==> config.mk <==
export PLATFORM = sky130hd
export DESIGN_NAME = fifo_reader
export DESIGN_NICKNAME = d
export VERILOG_FILES = /design/src/rtl/fifo_reader.sv
export SDC_FILE = /design/constraint.sdc
export NUM_CORES = 1
export LEC_CHECK = 0
export CORE_MARGIN = 2
export CORE_UTILIZATION = 50
export CTS_BUF_LIST = sky130_fd_sc_hd__clkbuf_8
export DETAILED_ROUTE_END_ITERATION = 16
export PLACE_DENSITY_LB_ADDON = 0.1
export SYNTH_ARGS = -nofsm -noshare
export SYNTH_HDL_FRONTEND = slang
export SYNTH_SLANG_ARGS = --single-unit
==> constraint.sdc <==
create_clock -name clk -period 8.8 [get_ports clk]
set_input_delay 2.2 -clock clk [delete_from_list [all_inputs] [get_ports clk]]
set_output_delay 2.2 -clock clk [all_outputs]
set_load 0.02 [all_outputs]
==> src/rtl/fifo_reader.sv <==
// Read side of a sync FIFO with registered read data: issues read requests and
// re-times the returned words into a 3-entry skid buffer feeding a valid/ready sink.
module fifo_reader #(
    parameter type         DTYPE = int,
    parameter int unsigned CNT_W = 16
) (
    input  logic             clk,
    input  logic             rst,
    input  logic             flush,
    output logic             fifo_rreq,
    input  DTYPE             fifo_dout,
    input  logic             fifo_empty,
    output logic             m_valid,
    input  logic             m_ready,
    output DTYPE             m_data,
    output logic [1:0]       level,
    output logic [CNT_W-1:0] xfer_count
);

    logic       inflight;
    logic       rd_fire;
    logic       xfer;
    logic       capture;
    logic [1:0] wr_idx;
    logic [1:0] level_nxt;
    DTYPE       slots     [3];
    DTYPE       slots_nxt [3];

    // Requests are limited so every word already fired is guaranteed a slot.
    assign fifo_rreq = !rst && !flush && !fifo_empty
                       && (({1'b0, level} + {2'b0, inflight}) < 3'd3);
    assign rd_fire   = fifo_rreq && !fifo_empty;
    assign m_valid   = (level != 2'd0);
    assign m_data    = slots[0];
    assign xfer      = m_valid && m_ready;
    assign capture   = inflight && !flush;
    assign wr_idx    = level - {1'b0, xfer};

    always_comb begin
        slots_nxt = slots;
        level_nxt = level;
        if (xfer) begin
            slots_nxt[0] = slots[1];
            slots_nxt[1] = slots[2];
            level_nxt    = level - 2'd1;
        end
        // Write lands behind the surviving entries, after any shift.
        if (capture) begin
            slots_nxt[wr_idx] = fifo_dout;
            level_nxt         = level_nxt + 2'd1;
        end
    end

    always_ff @(posedge clk or posedge rst) begin
        if (rst) begin
            inflight   <= 1'b0;
            level      <= 2'd0;
            xfer_count <= '0;
            for (int unsigned i = 0; i < 3; i++) begin
                slots[i] <= '0;
            end
        end else begin
            xfer_count <= xfer_count + CNT_W'(xfer);
            if (flush) begin
                inflight <= 1'b0;
                level    <= 2'd0;
            end else begin
                inflight <= rd_fire;
                level    <= level_nxt;
                slots    <= slots_nxt;
            end
        end
    end

endmodule

==> impl_metrics.py <==
metrics = {
    "timing": {
        "fin_ws_ps": 2519,
        "max_freq_mhz": 159.2,
        "maxSlewHeadroom_pct": 29.23,
        "finalMaxSlewViolations": 0,
        "hold_viol_final": 0,
        "layout_min_cycle_time_ps": 6281,
        "fin_skew_ps": 5.609,
        "fin_setup_tns_ps": 0,
        "final.period_utilization_pct": 71.37,
        "tightestPinTransition_ps": 1061,
        "rsz0062_at_grt": "false",
        "finalSetupViolCount": 0,
    },
    "finish": {
        "nets": 496,
        "design_area_sq_um": 6412,
        "final_core_util_pct": 62.68,
        "diodes": 0,
        "drive_above_1_share_pct": 16.49,
        "area_delta_synth_final_pct": 22.34,
    },
    "routing": {
        "totalWireLength_microns": 11250,
        "drc": 0,
        "drt_first_pass_iters": 4,
        "vias": 3511,
        "wl_met3_microns": 478,
        "drtIter0Drc": 160,
        "dr_wl_met2_microns": 5338,
        "routedLengthMet1_microns": 5286,
        "dr.max_layer_used": "met4",
        "ant_nets": 0,
        "vias_per_cell": 5.823,
        "wl_per_cell_microns": 18.65,
    },
    "die": {
        "die_x_microns": 106.4,
        "initial_core_util_pct": 51.23,
        "dieArea_sq_um": 11320,
        "ioPinCount": 89,
        "dieHeight_microns": 106.4,
        "row_count": 37,
        "core_area_sq_um": 10230,
    },
    "logic_synthesis": {
        "syn_area_sq_um": 5241,
        "syn_area_per_cell_sq_um": 13.01,
        "ys_ff_latch": 115,
        "yosys_warnings": 0,
        "synth_cell_types": 29,
        "yosysSeqAreaShare_pct": 54.91,
        "synthCells": 403,
        "syn_nets": 445,
    },
    "critical_path": {
        "worstReg2RegStart": "level[1]",
        "required_ps": 6600,
        "rrSetupSlack_ps": 4840,
        "crit_arrival_ps": 4080,
        "reg2reg_to": "m_data[29]",
        "crit_path_end_kind": "primary output",
        "crit_path_start": "flush",
        "cpPeakStageDelay_ps": 640,
        "path_class": "in -> out",
        "cp_slowest_cell": "or4_1",
        "reg2reg_depth": 9,
        "cp_cell_sequence": "buf_2 > buf_4 > or4_1 > a21oi_1 > clkdlybuf4s50_1",
        "worstSetupEndpoint": "fifo_rreq",
        "critPathLaunchType": "primary input",
        "critical_path_peak_fanout": 73,
    },
    "clocking": {
        "cts_resized": 0,
        "cts_tree": "built",
        "worstSkewPairLatency_ps": 420,
        "post_cts_buffers": 0,
        "clockBufferDepth": 2,
        "numClockSinks": 115,
        "cts-root-buf": "clkbuf_8",
        "h-tree-depth": 4,
        "postCtsHoldBufs": 0,
        "cts_made_buffers": 17,
        "cts.clk_slew.worst_paths_ps": 70,
    },
    "status": {
        "status": "complete, no violations",
    },
    "placed_design": {
        "io_buffers": 88,
        "dp_hpwl_microns": 6556,
        "gp_congestion": 0.7304,
        "place_ws_ps": 2521,
        "place_area_sq_um": 5953,
    },
    "global_routing": {
        "grt_pass1_wl_microns": 18220,
        "antenna_found_initial": 0,
        "grt_max_degree": 85,
        "grt_pass1_vias": 3605,
        "track_usage_pct": 20.68,
        "gr-total-overflow": 0,
    },
    "run": {
        "max_cap_viol_count": 0,
    },
    "power": {
        "leakagePower_nw": 2.647,
        "vdd_drop_max_mv": 0.1584,
        "power_density_nw_per_um2": 347.5,
    },
    "min_path": {
        "min-delay-path-class": "reg -> reg",
    },
}
==> per-stage QoR <==
step / std cells / total power (W) / hold WS (ps)
finish: 603 / 0.002228 / 489.1
CTS: 603 / 0.002247 / 493.5
global placement: 571 / 0.001649 / 469.4
floorplan: 403 / 0.001479 / 461.3
detailed placement: 571 / 0.001676 / 478.0
global route: 603 / 0.002344 / 508.3
==> where the power goes <==
part	internal (W)	leakage [nW]	switching, W
sequential	0.000755	1.42	0.000133
clock	0.000356	0.243	0.000208
combinational	0.000440	0.985	0.000336
==> synth_stat cells <==
cell,number,area [sq um]
xor2_1,5,43.79
nor2b_1,1,6.260
xnor2_1,12,105.1
a21oi_4,1,16.27
o22a_1,128,1121
nor3_1,2,10.01
and3_1,2,12.51
nand4b_1,1,8.760
nand3_1,6,30.03
inv_1,5,18.77
dfrtp_1,115,2878
o41ai_2,1,16.27
inv_2,1,3.750
buf_2,3,15.01
mux2i_1,1,10.01
ha_1,5,62.56
nand2_1,5,18.77
and2_1,2,12.51
nand2b_1,1,6.260
or4_1,2,15.01
buf_6,7,78.83
clkbuf_1,20,75.07
nor2_1,4,15.01
a21oi_1,3,15.01
buf_4,33,247.7
nand4bb_1,1,11.26
nand4_1,3,18.77
mux2_2,32,360.4
and4_1,1,8.760
==> placed cells by master, fill, tap and decap left out <==
master	netlist	layout
nand2b_1	1	1
inv_1	5	5
nand3_1	6	6
mux2_2	32	32
and4_1	1	1
nor3_1	2	2
nand2_1	5	5
xor2_1	5	5
o41ai_4	0	1
ha_1	5	5
nor2b_1	1	1
nor2_1	4	4
clkinv_2	0	6
inv_2	1	1
inv_4	0	1
xnor2_1	12	12
clkbuf_8	0	20
clkdlybuf4s50_1	0	87
nand4bb_2	0	1
a21oi_1	3	2
and3_1	2	2
nand4_1	3	3
mux2i_1	1	1
buf_4	33	7
nand4b_1	1	1
o22a_1	128	128
a21oi_4	1	2
dfrtp_1	115	115
buf_2	3	1
or4_1	2	2
bufinv_16	0	5
and2_1	2	2
==> critical path: cells and delay by family <==
kind,cells,cell delay (ps)
simple gates,1,640
buf+inv,3,1070
compound gates,1,130
==> logic make-up after synthesis <==
family,after synthesis,share of synthesized area (%)
AOI/OAI and AO/OA,133,22.30
DFF,115,54.91
buffers and inverters,69,8.379
muxes,33,7.066
and+or+nand+nor,31,3.318
xor gates and xnor gates,17,2.841
adders and majority gates,5,1.194
==> metal layers <==
metal	vias up	track usage, %
met4	0	6.485
li1	1599	-
met1	1808	28.10
met3	13	5.273
met5	-	0
met2	91	32.69
==> final cells by class <==
class	instances	area, sq um
fill	819	3819
multi-input combinational	219	1952
tap	136	170.2
sequential	115	2878
inverter	6	25.02
clock inverter	12	183.9
clock buffer	20	275.3
timing repair buffer	95	928.4
==> how the worst min path moves through the flow <==
stage,start,end,slack [ps],depth (start not counted)
after floorplan,m_data[31],m_data[31],460,1
after global placement,m_data[31],m_data[31],470,1
after detailed placement,m_data[31],m_data[31],480,1
after CTS,m_data[31],m_data[31],490,1
after global routing,xfer_count[9],xfer_count[9],510,1
final,m_data[31],m_data[31],490,1
Power figures use the tool's default switching activity.
